===== src/rtl/fetch_pkg.sv =====
// Shared types and constants for the instruction fetch controller.
package fetch_pkg;
  localparam int XLEN          = 64;
  localparam int ILEN          = 32;
  localparam int COMMIT_INFO_W = 1 + ILEN + 2 * XLEN;
  localparam logic [XLEN-1:0] RESET_PC_DEFAULT = 64'h0000_0000_8000_0000;

  typedef struct packed {
    logic [XLEN-1:0] pc;
    logic [ILEN-1:0] instr;
  } fetch_entry_t;

  typedef enum logic [1:0] {
    ST_REQ,
    ST_WAIT,
    ST_DRAIN
  } fetch_state_e;
endpackage


===== src/rtl/fetch_buf.sv =====
// Small FIFO of fetched {pc, instr} entries; flush has priority over push/pop.
module fetch_buf
  import fetch_pkg::*;
#(
  parameter  int DEPTH = 2,
  localparam int PW    = $clog2(DEPTH),
  localparam int CW    = PW + 1
) (
  input  logic         clk,
  input  logic         rst,
  input  logic         push,
  input  fetch_entry_t push_entry,
  input  logic         pop,
  input  logic         flush,
  output fetch_entry_t head,
  output logic [CW-1:0] count
);
  localparam logic [CW-1:0] FULL = CW'(DEPTH);

  fetch_entry_t  mem_q [DEPTH];
  fetch_entry_t  mem_d [DEPTH];
  logic [PW-1:0] wr_q, wr_d, rd_q, rd_d;
  logic [CW-1:0] cnt_q, cnt_d;
  logic          do_push, do_pop;

  always_comb begin
    mem_d   = mem_q;
    wr_d    = wr_q;
    rd_d    = rd_q;
    cnt_d   = cnt_q;
    do_push = push && (cnt_q != FULL);
    do_pop  = pop && (cnt_q != '0);
    if (flush) begin
      wr_d  = '0;
      rd_d  = '0;
      cnt_d = '0;
    end else begin
      if (do_push) begin
        mem_d[wr_q] = push_entry;
        wr_d        = wr_q + PW'(1);
      end
      if (do_pop) rd_d = rd_q + PW'(1);
      cnt_d = cnt_q + CW'(do_push) - CW'(do_pop);
    end
  end

  always_ff @(posedge clk or negedge rst) begin
    if (!rst) begin
      mem_q <= '{default: '0};
      wr_q  <= '0;
      rd_q  <= '0;
      cnt_q <= '0;
    end else begin
      mem_q <= mem_d;
      wr_q  <= wr_d;
      rd_q  <= rd_d;
      cnt_q <= cnt_d;
    end
  end

  assign head  = mem_q[rd_q];
  assign count = cnt_q;
endmodule


===== src/rtl/fetch_ctrl.sv =====
// Instruction fetch controller: one outstanding imem request, small fetch buffer.
// FETCH_CTRL_COMMIT_INFO_EN adds the out_commit_info bundle port.
module fetch_ctrl
  import fetch_pkg::*;
#(
  parameter logic [XLEN-1:0] RESET_PC  = RESET_PC_DEFAULT,
  parameter int              BUF_DEPTH = 2
) (
  input  logic            clk,
  input  logic            rst,
  input  logic            redirect_valid,
  input  logic [XLEN-1:0] redirect_pc,
  output logic            imem_req_valid,
  input  logic            imem_req_ready,
  output logic [XLEN-1:0] imem_req_addr,
  input  logic            imem_resp_valid,
  input  logic [ILEN-1:0] imem_resp_data,
  output logic            out_valid,
  input  logic            out_ready,
  output logic [XLEN-1:0] out_pc,
  output logic [ILEN-1:0] out_instr,
  output logic [XLEN-1:0] out_pre_pc
`ifdef FETCH_CTRL_COMMIT_INFO_EN
  ,
  output logic [COMMIT_INFO_W-1:0] out_commit_info
`endif
);
  localparam int              CW      = $clog2(BUF_DEPTH) + 1;
  localparam logic [CW-1:0]   DEPTH_C = CW'(BUF_DEPTH);

  fetch_state_e    state_q, state_d;
  logic [XLEN-1:0] pc_q, pc_d, req_pc_q, req_pc_d;
  logic            buf_push, buf_pop, buf_flush, req_fire;
  fetch_entry_t    buf_head, push_entry;
  logic [CW-1:0]   buf_cnt;
  logic            unused_redir_lo;

  assign unused_redir_lo = ^redirect_pc[1:0];

  always_comb begin
    state_d        = state_q;
    pc_d           = pc_q;
    req_pc_d       = req_pc_q;
    buf_push       = 1'b0;
    buf_flush      = redirect_valid;
    // Only one request in flight, so a free slot now is still free when it returns.
    imem_req_valid = rst && (state_q == ST_REQ) && (buf_cnt < DEPTH_C) && !redirect_valid;
    req_fire       = imem_req_valid && imem_req_ready;
    case (state_q)
      ST_REQ: begin
        if (req_fire) begin
          req_pc_d = pc_q;
          pc_d     = pc_q + 64'd4;
          state_d  = ST_WAIT;
        end
      end
      ST_WAIT: begin
        if (imem_resp_valid) begin
          buf_push = !redirect_valid;
          state_d  = ST_REQ;
        end else if (redirect_valid) begin
          state_d = ST_DRAIN;
        end
      end
      ST_DRAIN: begin
        if (imem_resp_valid) state_d = ST_REQ;
      end
      default: state_d = ST_REQ;
    endcase
    if (redirect_valid) pc_d = {redirect_pc[XLEN-1:2], 2'b00};
  end

  always_ff @(posedge clk or negedge rst) begin
    if (!rst) begin
      state_q  <= ST_REQ;
      pc_q     <= RESET_PC;
      req_pc_q <= '0;
    end else begin
      state_q  <= state_d;
      pc_q     <= pc_d;
      req_pc_q <= req_pc_d;
    end
  end

  assign push_entry    = '{pc: req_pc_q, instr: imem_resp_data};
  assign imem_req_addr = pc_q;
  assign buf_pop       = out_valid && out_ready;

  fetch_buf #(.DEPTH(BUF_DEPTH)) u_buf (
    .clk       (clk),
    .rst       (rst),
    .push      (buf_push),
    .push_entry(push_entry),
    .pop       (buf_pop),
    .flush     (buf_flush),
    .head      (buf_head),
    .count     (buf_cnt)
  );

  // Head fields are zeroed when the buffer is empty so decode never sees stale entries.
  assign out_valid  = (buf_cnt != '0);
  assign out_pc     = out_valid ? buf_head.pc : '0;
  assign out_instr  = out_valid ? buf_head.instr : '0;
  assign out_pre_pc = out_valid ? buf_head.pc + 64'd4 : '0;

`ifdef FETCH_CTRL_COMMIT_INFO_EN
  assign out_commit_info = {out_valid, out_instr, out_pre_pc, out_pc};
`endif
endmodule


===== config.mk =====
export PLATFORM = sky130hd
export DESIGN_NAME = fetch_ctrl
export DESIGN_NICKNAME = d
export VERILOG_FILES = /design/src/rtl/fetch_pkg.sv /design/src/rtl/fetch_buf.sv /design/src/rtl/fetch_ctrl.sv
export SDC_FILE = /design/constraint.sdc
export NUM_CORES = 1
export LEC_CHECK = 0
export CAP_MARGIN = 20
export CORE_UTILIZATION = 35
export DETAILED_ROUTE_END_ITERATION = 6
export SLEW_MARGIN = 5
export SYNTH_ARGS = -nofsm -noshare
export SYNTH_HDL_FRONTEND = slang
export SYNTH_HIERARCHICAL = 1
export SYNTH_SLANG_ARGS = --single-unit

===== constraint.sdc =====
create_clock -name clk -period 4.65 [get_ports clk]
set_clock_uncertainty 0.15 [all_clocks]
set_input_delay 0.93 -clock clk [delete_from_list [all_inputs] [get_ports clk]]
set_output_delay 0.93 -clock clk [all_outputs]
set_load 0.05 [all_outputs]

-- Yosys cells after proc, flatten, opt, wreduce, memory -nomap -nowiden
Index checks and enable logic that the tools add are counted.
- output and inout bits: 226
- latch bits: 0
- memories: 0
- flip-flop bits (word level): 326
- logic and storage cells: 72
- bits in read-only memories: 0
- bits in writable memories: 0
- input bits: 102
- bitwise operators: 3
- muxes and demuxes: 24
- shift operators: 0
- $lt $le $gt $ge: 4
- $add $sub $neg: 6
- $mul: 0
- reduce and logical (&&, ||, !) cells: 19
- equality and inequality tests: 6
- div/mod/pow operators: 0
- operators by type and width (kind ; count):
    96-bit 2-to-1 mux ; 4
    64-bit 2-to-1 mux ; 5
    192-bit bitwise mux ; 1
    64-bit by 3-bit adder with 64-bit output, second input constant ; 2
    96-bit demux with 1-bit select ; 1
    32-bit 2-to-1 mux ; 1
    2-bit 2-to-1 mux ; 5
    2-bit nonzero test ; 5
    1-bit logical AND ; 8
    1-bit 2-to-1 mux ; 6
    2-bit inequality test, second input constant ; 3
    2-bit case mux with 3 select lines ; 1
    2-bit AND reduction ; 3
    2-bit >= comparator, second input constant ; 2
    1-bit inverter with 2-bit output ; 2
    3-bit inequality test, second input constant ; 1
    3-bit AND reduction ; 1
    1-bit adder, second input constant ; 2
    2-bit by 1-bit adder with 2-bit output ; 1
    2-bit by 1-bit == test with 1-bit output, second input constant ; 1
    2-bit == test, second input constant ; 1
    2-bit logical NOT ; 1
    2-bit by 1-bit < comparator with 1-bit output, second input constant ; 1
    2-bit < comparator, second input constant ; 1
    other kinds (3) ; 3

-- Depth between registers and ports, before layout
- depth after elaboration: 8
- gate-level depth with buffers: 11
- depth with buffers taken out: 10

-- By module
Netlist, hierarchy kept.
- by module, submodules not included (module ; area an instance (µm²) ; cells each ; times used):
    fetch_ctrl ; 8592.0 ; 1112 ; 1
    fetch_buf ; 8463.1 ; 535 ; 1

-- Worst setup path before layout
OpenSTA, ideal clock, no wires.
- path kind: flip-flop to output port
- start point: reg u_buf.rd_q
- end point: out out_pre_pc[38]
- setup slack: 275 ps
- path buffers: 3
- data arrival time: 3295 ps
- required time: 3570 ps
- stages on the path, launching flop included: 10
- path through: dfrtp_1 -> clkbuf_1 -> clkbuf_1 -> buf_2 -> mux2_2 -> and4_1 -> and4_1 -> nand3_1 -> or3_1 -> a21oi_1
- RTL lines (element ; line ; text):
    from (decl) ; fetch_buf.sv:22 ; logic [PW-1:0] wr_q, wr_d, rd_q, rd_d;
    from (signal assigned) ; fetch_buf.sv:56 ; rd_q <= rd_d;
    to (decl) ; fetch_ctrl.sv:22 ; output logic [XLEN-1:0] out_pre_pc

==> metrics <==
1st-iter DRT viols 697; H-tree depth 2; final wirelength 50.32 mm; Root Driver clkbuf_16; Congestion Overflow GR 0; initial antenna violation count 1; first-pass GRT wire length 79.41 mm; Starting Density 35.57%; die height 222.7 microns; Worst EP arrival 3.46 ns; Cells after DPL 2518; num ports 328; Layout Area Growth over Synthesis 33.78%; RSZ-0062 raised after global routing yes; CTS Sinks 322; Synth Area per Inst 10.36 sq um; Yosys reg bits 322; PnR Total Power 8.250 mW; final hold slack 0.1724 ns; Post-synth EDFFs 0; Sum Neg Setup Slack 0 ns; Synth area leaders dfrtp_1 (47%), mux2_2 (16%), nand2_1 (6.2%); Worst Tran Pin Value 0.8285 ns; top_reg_cell synth dfrtp_1; crit path launch type flop; fin util 47.59%; post-synthesis cell area 0.01706 sq mm; Final Cycle Share 97.61%; Post-DP HPWL 35.12 mm; clk slew on worst S/H paths 0.06 ns; Synth top area share 47.10%; top-count cell post-synth dfrtp_1; Slew Limit Fails 0; VDD IR max 0.3168 mV; post-DR wirelength/cell 19.40 microns; fmax 220.3 MHz; # hold bufs at CTS 0; gr usage total 20.35%; Synth Warn # 6; clk buf depth 3; Final nets 2058; Filler cells 4462; Finished Layout Cells 2594; Post-synth top cells dfrtp_1 (321), nand2_1 (282), mux2_2 (249), nor2_1 (101), and2_1 (99); clk_lat worst skew 0.55 ns; Final Hold Fails 0; Cells after Synth 1647; post-synth cell types 63; Pwr Density 361.6 mW/mm^2; IO buf count 323; Die ar. 0.04962 sq mm; Final Setup Violations 0; TritonCTS clock tree built; 1st-pass router iterations 7; Hold Crit Class in2async; DRC errors left 0; FF+latch area 0.008063 sq mm; Vias/cell 5.199; Die X 222.7 microns; minimum clock period 4.539 ns; footprint of the multi-input gates 0.008543 sq mm; CTS Buf Count 39; kind of critical path reg2out; DR vias 13490; GPL Wtd Cong 0.8206; status finished clean; ys async rst share 100.0%; CP max FO 15; Synth area leader dfrtp_1; Core Region 0.04795 sq mm; share of cells above drive strength 1 23.24%; register area share after synthesis 47.25%; Slew headroom 44.77%; largest net degree at the start of global routing 97; antenna cells 0; number of max-cap violations 0; Leakage 10.05 nW; crit end category output port; CP required 3.57 ns; Rows 80; vias in the first global route 13510; Post-DRT Antenna Nets 0
flip-flops by register name, summed over array words and instances (netlist names):
signal         cells
u_buf/rd_q         1
imem_req_addr     62
u_buf/wr_q         1
state_q            2
u_buf/mem_q      192
u_buf/count        2
req_pc_q          62
metrics by stage:
step | worst slack (ns) | cell area [sq um]
finish | 0.1110 | 22820
global route | -0.03911 | 22820
CTS | -0.04744 | 22720
detailed placement | 0.2158 | 21290
global placement | 0.1920 | 21290
floorplan | 0.2746 | 17070
worst paths after layout:
path,cells after the start,end,start,slack (ns)
worst max-delay path,10,out_pre_pc[63],u_buf/rd_q,0.11
worst min-delay path,1,u_buf/mem_q[179],rst,0.17
worst max register to register,6,imem_req_addr[53],imem_req_addr[2],1.70
worst min register to register,1,u_buf/mem_q[156],u_buf/mem_q[156],0.33
max in group asynchronous,3,u_buf/rd_q,rst,2.25
min in group clk,1,u_buf/mem_q[156],u_buf/mem_q[156],0.33
power by group:
group / leakage (nW) / switching, mW / internal (mW)
combinational: 5.17 / 0.872 / 0.673
sequential: 4.23 / 0.341 / 3.19
clock: 0.655 / 1.22 / 1.95
total: 10.1 / 2.44 / 5.81
cell type report:
class	count	share of cell area, %
clock inverter	18	1.102
timing repair buffer	360	17.64
multi-input combinational	1211	37.44
inverter	18	0.2961
clock buffer	50	4.809
sequential	322	35.34
tap	615	3.372
timing repair:
action	CTS	global route
gates resized for setup	6	14
cloned	0	0
pin swaps	0	4
buffers inserted	3	5
endpoints found under the hold margin	0	0
setup endpoints to repair	36	26
kinds of logic after synthesis:
| logic type | share of synthesized area (%) |
|---|---|
| other cells | 0.02199 |
| flops | 47.25 |
| xor+xnor | 2.927 |
| mux | 19.32 |
| compound gates | 5.282 |
| buf+inv | 3.213 |
| simple gates | 21.69 |
| fa+ha+maj | 0.2935 |
layer usage:
metal | GRT usage, % | wire length (microns)
met1 | 30.22 | 24710
met2 | 29.91 | 21950
met3 | 2.803 | 2190
met4 | 7.475 | 1456
met5 | 0 | 13
cell usage in the layout (no fill, tap or decap), types with 10 or more instances in the layout:
master and instances:
nor4_2 13, dfrtp_1 320, and3_1 24, clkdlybuf4s50_1 268, a21oi_1 26, clkbuf_16 39, nor2_1 100, buf_4 37
or3_1 13, o21ai_0 48, nor3_1 18, a31oi_1 10, and2_1 99, mux2_2 249, nand2_1 281, inv_1 16
o211ai_1 25, xor2_1 17, mux2_1 40, nand3_1 60, nand4_1 36, xnor2_1 40, buf_12 49
critical path: stages, from the launching register on:
cell and delay (ns):
dfrtp_4 0.59, buf_4 0.19, mux2_2 0.28, nand4_2 0.19, nor4_4 0.32, buf_4 0.22
nand2_8 0.12, nor3_4 0.21, nor3b_4 0.23, mux2_2 0.35, buf_4 0.19
No activity file was read; power rests on OpenSTA's default activity.
